**src/rtl/csa_resolver.sv**
```systemverilog
`timescale 1ns/1ps
`default_nettype none
// ============================================================================
//  Module   : csa_resolver
//  Purpose  : Sequential carry-propagate back end for a carry-save pair.
//             Resolves s_in + 2*c_in to plain binary CHUNK bits per cycle
//             using one CHUNK-bit adder and a carry flop.
//  Ports    : clk, rst (async, active-high)
//             in_valid / in_ready    - operand handshake (s_in, c_in)
//             out_valid / out_ready  - result handshake (sum_out)
//             busy                   - high while chunks are being resolved
//  Options  : CSA_RESOLVER_EARLY_EXIT_EN - finish as soon as the remaining
//             upper chunks of both operands are zero and no carry is pending.
//  Revision : 1.0 - initial release
// ============================================================================
module csa_resolver #(
  parameter int WIDTH = 32,
  parameter int CHUNK = 8
) (
  input  logic             clk,
  input  logic             rst,
  input  logic             in_valid,
  output logic             in_ready,
  input  logic [WIDTH-1:0] s_in,
  input  logic [WIDTH-1:0] c_in,
  output logic             out_valid,
  input  logic             out_ready,
  output logic [WIDTH+1:0] sum_out,
  output logic             busy
);

  localparam int NCHUNK = (WIDTH + 2 + CHUNK - 1) / CHUNK;
  localparam int P      = NCHUNK * CHUNK;
  localparam int CW     = (NCHUNK > 1) ? $clog2(NCHUNK) : 1;

  localparam logic [CW-1:0] c_last_idx = CW'(NCHUNK - 1);

  typedef enum logic [1:0] {
    S_IDLE = 2'd0,
    S_BUSY = 2'd1,
    S_DONE = 2'd2
  } state_t;

  state_t          r_state;
  state_t          w_state_next;
  logic [P-1:0]    r_a;
  logic [P-1:0]    r_b;
  logic [P-1:0]    r_r;
  logic            r_carry;
  logic [CW-1:0]   r_cnt;
  logic [CHUNK:0]  w_sum;
  logic            w_accept;
  logic            w_last_chunk;

  assign in_ready  = (r_state == S_IDLE);
  assign out_valid = (r_state == S_DONE);
  assign busy      = (r_state == S_BUSY);
  assign sum_out   = r_r[WIDTH+1:0];
  assign w_accept  = in_valid && (r_state == S_IDLE);

  // Operands are shifted right as they are consumed, so the chunk being
  // resolved is always in the low CHUNK bits.
  assign w_sum = {1'b0, r_a[CHUNK-1:0]} + {1'b0, r_b[CHUNK-1:0]}
               + {{CHUNK{1'b0}}, r_carry};

`ifdef CSA_RESOLVER_EARLY_EXIT_EN
  // Remaining operand bits all zero and no carry out: the upper result
  // chunks are already correct from the clear at accept.
  logic w_early;
  assign w_early      = !w_sum[CHUNK] && !(|(r_a >> CHUNK)) && !(|(r_b >> CHUNK));
  assign w_last_chunk = (r_cnt == c_last_idx) || w_early;
`else
  assign w_last_chunk = (r_cnt == c_last_idx);
`endif

  // Result bits above WIDTH+1 only exist because of chunk padding; the
  // value never reaches them.
  generate
    if (P > WIDTH + 2) begin : g_pad
      logic w_unused_pad;
      assign w_unused_pad = ^r_r[P-1:WIDTH+2];
    end
  endgenerate

  always_ff @(posedge clk or posedge rst) begin
    if (rst) begin
      r_state <= S_IDLE;
    end else begin
      r_state <= w_state_next;
    end
  end

  always_comb begin
    w_state_next = r_state;
    case (r_state)
      S_IDLE:  if (in_valid)     w_state_next = S_BUSY;
      S_BUSY:  if (w_last_chunk) w_state_next = S_DONE;
      S_DONE:  if (out_ready)    w_state_next = S_IDLE;
      default:                   w_state_next = S_IDLE;
    endcase
  end

  always_ff @(posedge clk or posedge rst) begin
    if (rst) begin
      r_a     <= '0;
      r_b     <= '0;
      r_r     <= '0;
      r_carry <= 1'b0;
      r_cnt   <= '0;
    end else if (w_accept) begin
      r_a     <= {{(P-WIDTH){1'b0}}, s_in};
      r_b     <= {{(P-WIDTH-1){1'b0}}, c_in, 1'b0};
      r_r     <= '0;
      r_carry <= 1'b0;
      r_cnt   <= '0;
    end else if (r_state == S_BUSY) begin
      r_r[r_cnt*CHUNK +: CHUNK] <= w_sum[CHUNK-1:0];
      r_a     <= r_a >> CHUNK;
      r_b     <= r_b >> CHUNK;
      r_carry <= w_sum[CHUNK];
      r_cnt   <= r_cnt + CW'(1);
    end
  end

`ifndef SYNTHESIS
  // Padded width always covers the full sum, so no carry can leave the top.
  a_no_final_carry: assert property (@(posedge clk) disable iff (rst)
    (r_state == S_BUSY && w_state_next == S_DONE) |-> !w_sum[CHUNK]);
`endif

endmodule
`default_nettype wire

```
**config.mk**
```make
export PLATFORM = sky130hd
export DESIGN_NAME = csa_resolver
export DESIGN_NICKNAME = d
export VERILOG_FILES = /design/src/rtl/csa_resolver.sv
export SDC_FILE = /design/constraint.sdc
export NUM_CORES = 1
export LEC_CHECK = 0
export ABC_AREA = 1
export ABC_CLOCK_PERIOD_IN_PS = 7300
export CAP_MARGIN = 20
export CORE_MARGIN = 5
export CORE_UTILIZATION = 50
export DETAILED_ROUTE_END_ITERATION = 6
export PLACE_DENSITY = 0.78
export SLEW_MARGIN = 20
export SYNTH_ARGS = -nofsm -noshare
export SYNTH_HDL_FRONTEND = slang
export SYNTH_SLANG_ARGS = --single-unit
```
**constraint.sdc**
```tcl
create_clock -name clk -period 7.3 [get_ports clk]
set_input_delay 1.46 -clock clk [delete_from_list [all_inputs] [get_ports clk]]
set_output_delay 1.46 -clock clk [all_outputs]
set_load 0.1 [all_outputs]
```
# [After elaboration in Yosys (flattened, before gate mapping)]
# Cells that the tools add are included.
[classes] n_addsub=4 eq_ne=6 n_shift=2 mux=15 reduce_logical=4
[op_table] operator="$mux W40" count=6
[op_table] operator="$bwmux W40" count=1
[op_table] operator="$shift A8 B34 Y40 const A" count=1
[op_table] operator="$shiftx A8 B34 Y40" count=1
[op_table] operator="$neg A6 Y34" count=1
[op_table] operator="$add A8 B8 Y9" count=1
[op_table] operator="$add A9 B1 Y9" count=1
[op_table] operator="$mux W2" count=3
[op_table] operator="$mux W3" count=2
[op_table] operator="$pmux W2 S3" count=1
[op_table] operator="$ne A2 B1 Y1 const B" count=2
[op_table] operator="$add A3 B1 Y3 const B" count=1
[op_table] operator="$eq A3 B3 Y1 const B" count=1
[op_table] operator="$reduce_and A3 Y1" count=1
[op_table] operator="$eq A2 B1 Y1 const B" count=1
[op_table] operator="$eq A2 B2 Y1 const B" count=1
[op_table] operator="$logic_not A2 Y1" count=1
[op_table] operator="$mux W1" count=2
[op_table] operator="$ne A2 B2 Y1 const B" count=1
[op_table] operator="$reduce_bool A2 Y1" count=1
[op_table] operator="$logic_and A1 B1 Y1" count=1
[totals] reg_bits=126 in_bits=68 word_cells=37

# [Logic depth before layout (Yosys ltp)]
[logic_depth] depth_word=6 mapped_depth=11 ltp_nobuf=11

# [Least setup slack after synthesis]
# No wires, ideal clock.
[synth_path] kind="register to output" from="register r_state[1]" to="output port out_valid" arrival_time_ns=1.725 slack_ns=4.115 stages_incl_launch_ff=3 n_path_buf=0 cell_sequence="dfrtp_1 -> inv_1 -> nor2_1"
[synth_between] elab_chain_len=1
[synth_rtl] element="start, declared" line="44" text="state_t r_state;"
[synth_rtl] element="start signal, assigned" line="89" text="r_state <= w_state_next;"
[synth_rtl] element="$eq A2 B2 Y1" line="56" text="assign out_valid = (r_state == S_DONE);"
[synth_rtl] element="end, declared" line="26" text="output logic out_valid,"
# No other way between the ends.

# [Final worst setup path]
[layout_path] from="register r_state[1]" to="output port busy"
[layout_between] elab_chain_len=1
[layout_rtl] element="$eq A2 B1 Y1" line="57" text="assign busy = (r_state == S_BUSY);"
[layout_rtl] element="end, declared" line="29" text="output logic busy"
# No other way between the ends.

==> impl_metrics.env <==
export IMPL_power_density_nw_per_um2=468
export IMPL_first_pass_iters=4
export IMPL_hold_buffers=0
export IMPL_drc=0
export IMPL_area_delta_synth_final_pct=26.6
export IMPL_synth_area_top_cells="dfrtp_1, nand2_1, o221ai_1"
export IMPL_critical_path_slowest_cell="clkdlybuf4s50_1"
export IMPL_cts_max_level=3
export IMPL_crit_family="buffers and inverters"
export IMPL_fmax_mhz=242
export IMPL_die_h_microns=109
export IMPL_path_cells="inv_1 > nand2_4 > inv_4 > clkdlybuf4s50_1"
export IMPL_grt_pass1_vias=4067
export IMPL_place_hpwl_mm=8.49
export IMPL_place_inst=764
export IMPL_finClkSkew_ps=17.1
export IMPL_p_leak_nw=2.91
export IMPL_sequentialPowerShare_pct=31.2
export IMPL_die_x_microns=109
export IMPL_clkSinkCount=105
export IMPL_grt_use_met3_pct=3.14
export IMPL_synth_nets=632
export IMPL_syn_inst=548
export IMPL_rsz0062_at_grt="no"
export IMPL_ant_nets=0
export IMPL_worst_path_largest_cell_delay_ps=1170
export IMPL_routed_wl_mm=11.4
export IMPL_ys_seq_area_share_pct=53.5
export IMPL_path_max_fanout=55
export IMPL_combPwrFrac_pct=56.2
export IMPL_grt_start_max_net_pins=68
export IMPL_fin_nets=726
export IMPL_cp_num_buf_inv=3
export IMPL_start_util_pct=50.7
export IMPL_intPower_mw=1.42
export IMPL_die_area_sq_um=11900
export IMPL_period_needed_ps=4130
export IMPL_insertion_delay_ps=380
export IMPL_tightest_slew_ps=1010
export IMPL_gr_usage_met2_pct=32.3
export IMPL_required_ps=5840
export IMPL_cts_resized=0
export IMPL_startpoint_type="flop"
export IMPL_routabilityCongestion=0.838
export IMPL_path_clk_slew_ps=100
export IMPL_fp_row_count=36
export IMPL_cts_setup_buffers=0
export IMPL_cts_made_buffers=9
export IMPL_worstHoldPathType="reg2reg"
export IMPL_hold_viol_final=0
export IMPL_synth_cell_type_count=39
export IMPL_setup_tns_final_ps=0
export IMPL_arrival_ps=2670
export IMPL_fillers=799
export IMPL_drv_cap=0
export IMPL_fin_total_pwr_mw=2.91
export IMPL_antenna_found_initial=0
export IMPL_ios=105
export IMPL_clkPwrFrac_pct=12.6
export IMPL_drive_gt1_share_pct=5.11
export IMPL_clock_path_buffers=2
export IMPL_drtIter0Drc=212
export IMPL_core_area_sq_um=9680
export IMPL_gr_total_overflow=0
export IMPL_stdcell_area_sq_um=6220
export IMPL_io_buffers=104
export IMPL_grt_pass1_wl_mm=19.0
export IMPL_vdd_drop_max_v=0.000242
export IMPL_p_sw_share_pct=51.4
export IMPL_relSlewSlack_pct=32.3
export IMPL_placed_area_sq_um=6020
export IMPL_cp_end_kind="output port"
export IMPL_num_antenna_cells=0
export IMPL_grt_busiest_layer="met2"
export IMPL_whs_ps=485
export IMPL_drv_slew=0
export IMPL_wl_per_cell_microns=14.6
export IMPL_status="completed"
export IMPL_ys_warn_count=0
export IMPL_cts_tree="built"
export IMPL_setup_viol=0
export IMPL_yosys_area_top_type="dfrtp_1"
export IMPL_net_switching_power_mw=1.50
export IMPL_root_buffer="clkbuf_8"
export IMPL_syn_area_per_cell_sq_um=8.97
export IMPL_ys_ff_latch=105
export IMPL_synth_top_area_share_pct=53.5
export IMPL_vias=4140
export IMPL_crit_type="reg2out"
export IMPL_syn_area_sq_um=4910
export IMPL_use_met1_pct=28.0
export IMPL_gr_usage_all_layers_pct=20.2
export IMPL_viasPerCell=5.31
export IMPL_final_cells=779
export IMPL_fin_crit_sh_pct=56.6
## worst min-delay path: stages (launching register included)
cell,delay (ps)
dfrtp_1,360
nand2_1,60
nand2_1,50
## synth_stat cells (all sizes together)
library cell,instances
dfrtp,105
clkbuf,8
clkinv,1
nor2,14
xor2,2
o21a,1
nor3,3
nand3,23
nand2,175
o221ai,34
o21ai,33
xnor2,1
ha,14
a32o,1
or2,2
a22oi,1
and2,3
nand4,8
inv,79
o211ai,13
a21oi,4
o31ai,2
o22ai,1
fa,2
nand3b,4
buf,14
## registers in the layout, indices dropped and copies added, names as in the netlist
register	cells
r_r	34
r_b	33
r_a	32
r_cnt	3
r_state	2
r_carry	1
## cells by family after synthesis
| group | count (synthesis) | synth area share (%) |
|---|---|---|
| xor+xnor | 3 | 0.535 |
| buf+inv | 102 | 8.43 |
| flops | 105 | 53.5 |
| compound gates | 90 | 12.8 |
| simple gates | 232 | 20.3 |
| fa+ha+maj | 16 | 4.38 |
## area by class of cell
class                      count  area [sq um]  area share (%)
clock inverter                 6          73.8            1.19
clock buffer                   9           124            1.99
timing repair buffer         105          1050            16.9
sequential                   105          2630            42.3
multi-input combinational    341          1870            30.1
inverter                      80           307            4.93
tap                          133           166            2.68
## through the flow
stage	setup WS [ps]	utilization (%)
finish	3170	64.2
detailed placement	3580	62.2
floorplan	3080	-
CTS	3160	64.2
global route	3040	64.2
global placement	3620	62.2
## metal layers
layer,vias to the layer above,share of wire [%]
met4,0,2.2
met1,1981,44
met3,22,6.1
li1,1990,-
met5,-,0
met2,147,48
## layout by cell type, fill, tap and decap left out, types with 2 or more instances in the layout
master           count
nand4_1              8
and2_1               3
nor2_1               9
o211ai_1            13
nor2_4               3
nand3b_1             3
inv_6                4
dfrtp_1            105
clkbuf_8             9
nand2_4              2
clkdlybuf4s50_1    104
or2_2                2
o21ai_0             25
o221ai_1            34
o21ai_1              7
a21oi_1              4
ha_1                14
nor2_2               2
nand2_1            172
inv_2                2
inv_4                2
inv_1               74
xor2_1               2
o31ai_1              2
nand3_1             23
nor3_1               3
fa_1                 2
## worst paths after layout
kind,from,end,slack (ps),cells past startpoint
setup / recovery,r_state[1]$_DFFE_PP0P_,busy,3170,4
hold reg to reg,r_r[33]$_DFFE_PP0P_,r_r[33]$_DFFE_PP0P_,480,2
hold / removal,r_r[33]$_DFFE_PP0P_,r_r[33]$_DFFE_PP0P_,480,2
setup reg to reg,r_state[1]$_DFFE_PP0P_,r_b[32]$_DFFE_PP0P_,4770,5
min in group asynchronous,rst,r_b[19]$_DFFE_PP0P_,1520,2
max in group asynchronous,rst,r_a[0]$_DFFE_PP0P_,4670,3
## power groups by stage
stage                     logic [mW]  clock network (mW)  registers (mW)
final                           1.64               0.367           0.909
after global routing            1.78               0.401           0.932
after CTS                       1.64               0.372           0.909
after detailed placement        1.63                   0           0.921
after global placement          1.58                   0           0.912
after floorplan                0.908                   0            1.25
(Power assumes the default switching activity.)
